`src/rtl/pipeline_hazard_ctrl_pkg.sv`:
```
// Shared types for the pipeline hazard controller: register numbers, FSM states,
// and the mul/div latency default.
package pipeline_hazard_ctrl_pkg;

  localparam int unsigned REG_NUM_W          = 5;
  localparam int unsigned MD_LATENCY_DEFAULT = 32;
  localparam int unsigned MD_COUNT_W         = $clog2(MD_LATENCY_DEFAULT);

  typedef logic [REG_NUM_W-1:0]  RegNumPath;
  typedef logic [MD_COUNT_W-1:0] MdCountPath;

  typedef enum logic [1:0] {
    RUN,
    LOAD_STALL,
    MD_BUSY
  } HazardStatePath;

endpackage

```
`src/rtl/pipeline_hazard_ctrl_md_latency_counter.sv`:
```
// Down-counter that tracks the remaining EX cycles of a mul/div op.
// Loads a start value, decrements without wrapping, and flags zero.
module md_latency_counter #(
  parameter int unsigned CNT_WIDTH = 5
) (
  input  logic                 clk,
  input  logic                 rst,
  input  logic                 load,
  input  logic [CNT_WIDTH-1:0] loadValue,
  input  logic                 dec,
  output logic [CNT_WIDTH-1:0] cnt,
  output logic                 zero
);

  always_ff @(posedge clk) begin
    if (rst) begin
      cnt <= '0;
    end else if (load) begin
      cnt <= loadValue;
    end else if (dec && (cnt != '0)) begin
      cnt <= cnt - CNT_WIDTH'(1);
    end
  end

  assign zero = (cnt == '0);

endmodule

```
`src/rtl/pipeline_hazard_ctrl.sv`:
```
// Pipeline sequencer: load-use bubbles, taken-branch flushes and mul/div holds.
// Optional performance counters are enabled with HAZARD_PERF_CNT_EN.
module pipeline_hazard_ctrl
  import pipeline_hazard_ctrl_pkg::*;
#(
  parameter int unsigned REG_NUM_WIDTH  = REG_NUM_W,
  parameter int unsigned MD_LATENCY     = MD_LATENCY_DEFAULT,
  parameter int unsigned PERF_CNT_WIDTH = 32
) (
  input  logic                     clk,
  input  logic                     rst,
  input  logic [REG_NUM_WIDTH-1:0] ifidRSOut,
  input  logic [REG_NUM_WIDTH-1:0] ifidRTOut,
  input  logic                     ifidUsesRT,
  input  logic                     idexMemRdOut,
  input  logic [REG_NUM_WIDTH-1:0] idexRDOut,
  input  logic                     idexMdOpOut,
  input  logic                     exBrTaken,
  output logic                     pcWrEnable,
  output logic                     ifidWrEnable,
  output logic                     idexWrEnable,
  output logic                     ifidFlush,
  output logic                     idexFlush,
  output logic                     exmemFlush,
  output logic                     mdBusy,
`ifdef HAZARD_PERF_CNT_EN
  output logic [PERF_CNT_WIDTH-1:0] stallCycleCnt,
  output logic [PERF_CNT_WIDTH-1:0] flushCnt,
`endif
  output logic                     mdDone
);

  localparam int unsigned CntW = $clog2(MD_LATENCY);

  if (MD_LATENCY < 2) begin : gMdLatencyCheck
    $error("MD_LATENCY must be at least 2");
  end
  if (PERF_CNT_WIDTH < 1) begin : gPerfWidthCheck
    $error("PERF_CNT_WIDTH must be at least 1");
  end

  HazardStatePath state, stateNext;
  logic           loadUse;
  logic           cntLoad, cntDec, cntZero;
  logic [CntW-1:0] cnt;

  // $zero is never a real producer, and RT only matters when ID actually reads it.
  assign loadUse = idexMemRdOut && (idexRDOut != '0) &&
                   ((idexRDOut == ifidRSOut) || (ifidUsesRT && (idexRDOut == ifidRTOut)));

  md_latency_counter #(.CNT_WIDTH(CntW)) uMdCnt (
    .clk       (clk),
    .rst       (rst),
    .load      (cntLoad),
    .loadValue (CntW'(MD_LATENCY - 2)),
    .dec       (cntDec),
    .cnt       (cnt),
    .zero      (cntZero)
  );

  // Next state and stage controls; all outputs fall back to free-running while rst is high.
  always_comb begin
    stateNext    = state;
    pcWrEnable   = 1'b1;
    ifidWrEnable = 1'b1;
    idexWrEnable = 1'b1;
    ifidFlush    = 1'b0;
    idexFlush    = 1'b0;
    exmemFlush   = 1'b0;
    mdBusy       = 1'b0;
    mdDone       = 1'b0;
    cntLoad      = 1'b0;
    cntDec       = 1'b0;
    if (!rst) begin
      case (state)
        RUN: begin
          if (idexMdOpOut) begin
            pcWrEnable   = 1'b0;
            ifidWrEnable = 1'b0;
            idexWrEnable = 1'b0;
            exmemFlush   = 1'b1;
            mdBusy       = 1'b1;
            cntLoad      = 1'b1;
            stateNext    = MD_BUSY;
          end else if (exBrTaken) begin
            ifidFlush = 1'b1;
            idexFlush = 1'b1;
          end else if (loadUse) begin
            pcWrEnable   = 1'b0;
            ifidWrEnable = 1'b0;
            idexFlush    = 1'b1;
            stateNext    = LOAD_STALL;
          end
        end
        LOAD_STALL: stateNext = RUN;
        MD_BUSY: begin
          mdBusy = 1'b1;
          cntDec = 1'b1;
          if (cntZero) begin
            mdDone    = 1'b1;
            stateNext = RUN;
          end else begin
            pcWrEnable   = 1'b0;
            ifidWrEnable = 1'b0;
            idexWrEnable = 1'b0;
            exmemFlush   = 1'b1;
          end
        end
        default: stateNext = RUN;
      endcase
    end
  end

  always_ff @(posedge clk) begin
    if (rst) begin
      state <= RUN;
    end else begin
      state <= stateNext;
    end
  end

`ifdef HAZARD_PERF_CNT_EN
  // Saturating event counters for stall and flush cycles.
  always_ff @(posedge clk) begin
    if (rst) begin
      stallCycleCnt <= '0;
      flushCnt      <= '0;
    end else begin
      if (!pcWrEnable && (stallCycleCnt != '1)) begin
        stallCycleCnt <= stallCycleCnt + PERF_CNT_WIDTH'(1);
      end
      if (ifidFlush && (flushCnt != '1)) begin
        flushCnt <= flushCnt + PERF_CNT_WIDTH'(1);
      end
    end
  end
`endif

endmodule
```
`config.mk`:
```
export PLATFORM = sky130hd
export DESIGN_NAME = pipeline_hazard_ctrl
export DESIGN_NICKNAME = d
export VERILOG_FILES = /design/src/rtl/pipeline_hazard_ctrl_pkg.sv /design/src/rtl/pipeline_hazard_ctrl_md_latency_counter.sv /design/src/rtl/pipeline_hazard_ctrl.sv
export SDC_FILE = /design/constraint.sdc
export NUM_CORES = 1
export LEC_CHECK = 0
export ABC_AREA = 1
export BUFFER_PORTS_ARGS = -buffer_cell sky130_fd_sc_hd__buf_2
export CORE_ASPECT_RATIO = 1.25
export CORE_MARGIN = 5
export CORE_UTILIZATION = 34
export DETAILED_ROUTE_END_ITERATION = 10
export GPL_TIMING_DRIVEN = 0
export SYNTH_ARGS = -nofsm -noshare
export SYNTH_HDL_FRONTEND = slang
export SYNTH_SLANG_ARGS = --single-unit
```
`constraint.sdc`:
```
create_clock -name clk -period 1.5 [get_ports clk]
set_input_delay 0.3 -clock clk [delete_from_list [all_inputs] [get_ports clk]]
set_output_delay 0.3 -clock clk [all_outputs]
set_load 0.005 [all_outputs]
```
# --- Yosys cells after proc, flatten, opt, wreduce, memory -nomap -nowiden ---
# Cells that the tools add are included.
totals:
  regBits: 7
  latchBits: 0
  ram_bits: 0
  romBits: 0
  in_bits: 21
  n_memories: 0
classes:
  n_addsub: 1
  n_mul: 0
  n_div: 0
  order_cmp: 0
  n_eq_ne: 6
  shifts: 0
  mux: 37
  bitwise: 0
  reduce_logical: 12
ops:
  columns: ["operator", "n"]
  rows:
  - ["1-bit 2-to-1 mux", 26]
  - ["5-bit equality test", 2]
  - ["5-bit 2-to-1 mux", 2]
  - ["5-bit nonzero test", 2]
  - ["2-bit 2-to-1 mux", 4]
  - ["1-bit case mux with 2 select lines", 4]
  - ["3-bit inequality test (second input constant)", 2]
  - ["5-bit logical NOT", 1]
  - ["5-bit by 1-bit subtractor with 5-bit output (second input constant)", 1]
  - ["1-bit logical AND", 4]
  - ["2-bit case mux with 2 select lines", 1]
  - ["3-bit AND reduction", 1]
  - ["2-bit equality test (second input constant)", 1]
  - ["2-bit logical NOT", 1]
  - ["2-bit inequality test (second input constant)", 1]
  - ["2-bit nonzero test", 1]
  - ["2-bit OR reduction", 1]
  - ["1-bit logical OR", 1]

# --- Logic depth before layout (Yosys ltp) ---
logic_depth:
  word_depth: 9
  depth_mapped: 11

# --- Hierarchy ---
# Synthesis repeated with hierarchy kept, for this count alone.
hier_totals:
  hier_cells: 143
  area_unflattened_um2: 726.9
modules_own_cells:
  columns: ["module", "instances", "cells_each", "area_each_um2", "seq_area_each_um2"]
  rows:
  - ["pipeline_hazard_ctrl", 1, 85, 379.1, 40.0]
  - ["md_latency_counter", 1, 58, 347.8, 100.1]

# --- Least setup slack after synthesis ---
# OpenSTA, ideal clock, no wires.
synth_timing:
  path_type: "register to output"
  start: "register uMdCnt.cnt[0]"
  end: "output port pcWrEnable"
  t_arrival_ps: 1056
  required_time_ps: 1200
  setup_slack_ps: 144
  stages_incl_launch_ff: 8
  n_path_buf: 1
  path_cell_list: "dfxtp_1 > inv_1 > ha_1 > nand2_2 > nor2_4 > a31oi_1 > nand2_1 > buf_4"
synth_via:
  elab_chain_len: 4
synth_lines:
  columns: ["element", "line_no", "text"]
  rows:
  - ["start: declaration", "pipeline_hazard_ctrl_md_latency_counter.sv:11", "output logic [CNT_WIDTH-1:0] cnt,"]
  - ["start signal: assignment", "pipeline_hazard_ctrl_md_latency_counter.sv:19", "cnt <= loadValue;"]
  - ["start signal: assignment", "pipeline_hazard_ctrl_md_latency_counter.sv:21", "cnt <= cnt - CNT_WIDTH'(1);"]
  - ["5-bit logical NOT", "pipeline_hazard_ctrl_md_latency_counter.sv:25", "assign zero = (cnt == '0);"]
  - ["1-bit 2-to-1 mux", null, null]
  - ["1-bit case mux with 2 select lines", null, null]
  - ["1-bit 2-to-1 mux", null, null]
  - ["end: declaration", "pipeline_hazard_ctrl.sv:19", "output logic pcWrEnable,"]
# No other way between the ends.

# --- Worst setup path after layout ---
layout_timing:
  start: "register uMdCnt.cnt[1]"
  end: "output port pcWrEnable"
layout_via:
  elab_chain_len: 4
layout_lines:
  columns: ["element", "line_no", "text"]
  rows:
  - ["5-bit logical NOT", "pipeline_hazard_ctrl_md_latency_counter.sv:25", null]
  - ["1-bit 2-to-1 mux", "pipeline_hazard_ctrl.sv:99", "if (cntZero) begin"]
  - ["1-bit case mux with 2 select lines", "pipeline_hazard_ctrl.sv:75", "case (state)"]
  - ["1-bit 2-to-1 mux", "pipeline_hazard_ctrl.sv:74", "if (!rst) begin"]
# No other way between the ends.

==> results.md <==
- Worst clock skew: 0.0107 ns
- Core Util, Final: around half
- P_int: ~490 uW
- Commonest non-fill, non-tap cell in the layout: nand2_1
- Inserted Diodes: 0
- Worst setup SP type: register
- Max FO, Critical Path: 3
- Share of layout cells above drive strength 1: about 41%
- Pwr per Cell Area: between 700 and 800 mW/mm2
- Crit path time final: 1.66 ns
- Rel. slew slack: about three quarters
- Die height: around 60 um
- First-pass GRT wire length: 2.52 mm
- Critical path required time: between 1 and 1.5 ns
- DR vias/cell: between 4 and 5
- Final setup vio count: 5
- RSZ-0062 raised after global routing: yes
- Filler instances: roughly 220
- Vias in the first global route: 701
- CP Capture Type: output port
- 1st-pass router iterations: 3
- Drt first-iter violations: 15
- Area added between synthesis and finish: 42.1%
- WL per Instance: about 8.6 um
- Worst VDD drop: approximately 0.36 mV
- Clock Sinks: 7
- Syn_area_per_cell: about 5.8 um2
- Switching portion of total power: 37.0%
- Initial antenna violation count: 0
- Number of max-cap violations: 0
- Status: finished with violations
- Synthesis-stage register bit count: 7
- Largest net degree at the start of global routing: 9
- Most frequent cells in the layout: nand2_1, buf_2, inv_1
- Part of the Yosys area used for sequential elements: 20.4%
- Final hold viol count: 0
- H-tree levels: 1
- Clk pwr share: 21.9%
- Core footprint: 0.00196 mm2
- Clock slew at reported path FFs: 0.06 ns
- Violated checks: setup timing
- Hold Crit Class: input port to register
- Final ANT Viol Nets: 0
- Slew @ Worst Pin: between 0.3 and 0.4 ns
- Die area: just over 0.003 mm2
- Final worst slack: -0.159 ns
- Placed cell count: 167
- Syn Inst Count: ~120
- PortBufs: 28
- Pre-CTS WS: -0.105 ns
- DPL Wire Length: about 1.2 mm
- Placer congestion estimate: about 0.73
- Cell Count, Final, Fillers Out: 175
- Crit path from: uMdCnt.cnt[1]
- Psw: 287 uW
- CTS Buf Count: 3
- P_leak: roughly 0.00056 uW
- Arr. time, crit path: 1.36 ns
- FMAX: roughly 600 MHz
- Part of the power in registers: between 20% and 30%
- Syn nets: ~140
- Synth Warn #: 0
- DRC Markers: 0
- WL final: around 1.5 mm
- Netlist Area Pre-Place: a little under 700 um2
- DR vias: 773
- Crit Path Class: register to output port
- Clk root buf: clkbuf_4
- Final number of max-transition violations: 0
- GR Util All Layers: between 10% and 20%
- Final Cycle Share: 111%
- Width of the chip: around 50 um
- Num ports: 29
- Setup slack, reg-to-reg: between 0.1 and 0.15 ns
- Core Rows: 18
- GRT overflow: 0
- Reg2reg start: uMdCnt.cnt[0]
- Starting density of the core: 35.1%
- Clock tree from TritonCTS: done
- Skew-Pair Late Insertion Delay: 0.25 ns
- Gate power share: approximately half
- CTS max path bufs: 2
- Layout Nets: 178
- Synth cell types: 20
- Hold_sp: rst
==> worst paths after layout <==
kind,end,depth (start not counted)
max,pcWrEnable,8
min,uMdCnt.cnt[2],2
max reg2reg,uMdCnt.cnt[1],10
min reg2reg,uMdCnt.cnt[0],1
==> routing by layer <==
metal / track usage (%) / vias to the layer above / share of wire (%)
met2: 17.4 / 20 / 51
met4: 6.74 / 0 / 1.3
met5: 0 / - / 0
met1: 12.7 / 320 / 40
met3: 0.748 / 2 / 6.7
li1: - / 431 / -
==> power groups by stage <==
| stage | registers (uW) | clock network [uW] | logic, uW |
|---|---|---|---|
| 2_1_floorplan | 226 | 0 | 224 |
| 3_3_place_gp | 228 | 0 | 304 |
| 3_5_place_dp | 229 | 0 | 307 |
| 4_1_cts | 227 | 175 | 372 |
| 5_1_grt | 231 | 176 | 425 |
| 6_report | 228 | 170 | 377 |
==> stage by stage <==
stage	power, uW	hold slack (ns)	area, um2	setup TNS, ns
after floorplan	450	0.362	687	0
after global placement	532	0.436	852	-0.100
after detailed placement	536	0.441	852	-0.105
after CTS	774	0.253	960	-0.702
after global routing	833	0.264	976	-0.977
final	775	0.253	976	-0.508
==> kinds of logic (layout without fill, tap and decap cells) <==
logic type | after synthesis | in the layout | share of synthesized area [%]
flops | 7 | 7 | 20.4
compound gates | 11 | 11 | 9.29
xor+xnor | 2 | 2 | 2.55
simple gates | 71 | 71 | 50.6
fa+ha+maj | 1 | 1 | 1.82
buf+inv | 27 | 63 | 15.3
==> cells in the mapped netlist <==
library cell,instances,area [um2]
a21oi_1,3,15.0
a21oi_2,2,17.5
a31oi_1,1,6.26
buf_4,1,7.51
dfxtp_1,7,140
ha_1,1,12.5
inv_1,22,82.6
inv_2,4,15.0
nand2_1,38,143
nand2_2,2,12.5
nand2_4,3,33.8
nand3_1,8,40.0
nand3_2,1,10.0
nand3_4,1,17.5
nor2_1,14,52.6
nor2_4,3,33.8
nor3_1,1,5.00
o21ai_0,4,20.0
o21ai_1,1,5.00
xnor2_1,2,17.5
==> cell type report <==
type	instances	area [um2]	share of cell area [%]
buffer	1	11.3	1.15
sequential	7	143	14.6
multi-input combinational	85	484	49.6
clock buffer	4	26.3	2.69
tap	20	25.0	2.56
inverter	26	97.6	10.0
timing repair buffer	32	189	19.4
==> state kept, by name, indices dropped and copies added (netlist names) <==
name	count
uMdCnt.cnt	5
state	2
==> timing repair <==
action	4_1_cts	5_1_grt
setup endpoints to repair	7	9
buffers inserted	4	1
pin swaps	8	9
hold buffers	0	0
gates resized for setup	14	6
==> critical path, stage by stage (launching register included) <==
cell and delay [ns]:
dfxtp_2 0.35, inv_2 0.05, ha_4 0.16, nand2_4 0.06, nor2_4 0.04, a31oi_1 0.13, nand2_1 0.10, buf_6 0.12
buf_6 0.10
No activity file was read; power rests on OpenSTA's default activity.
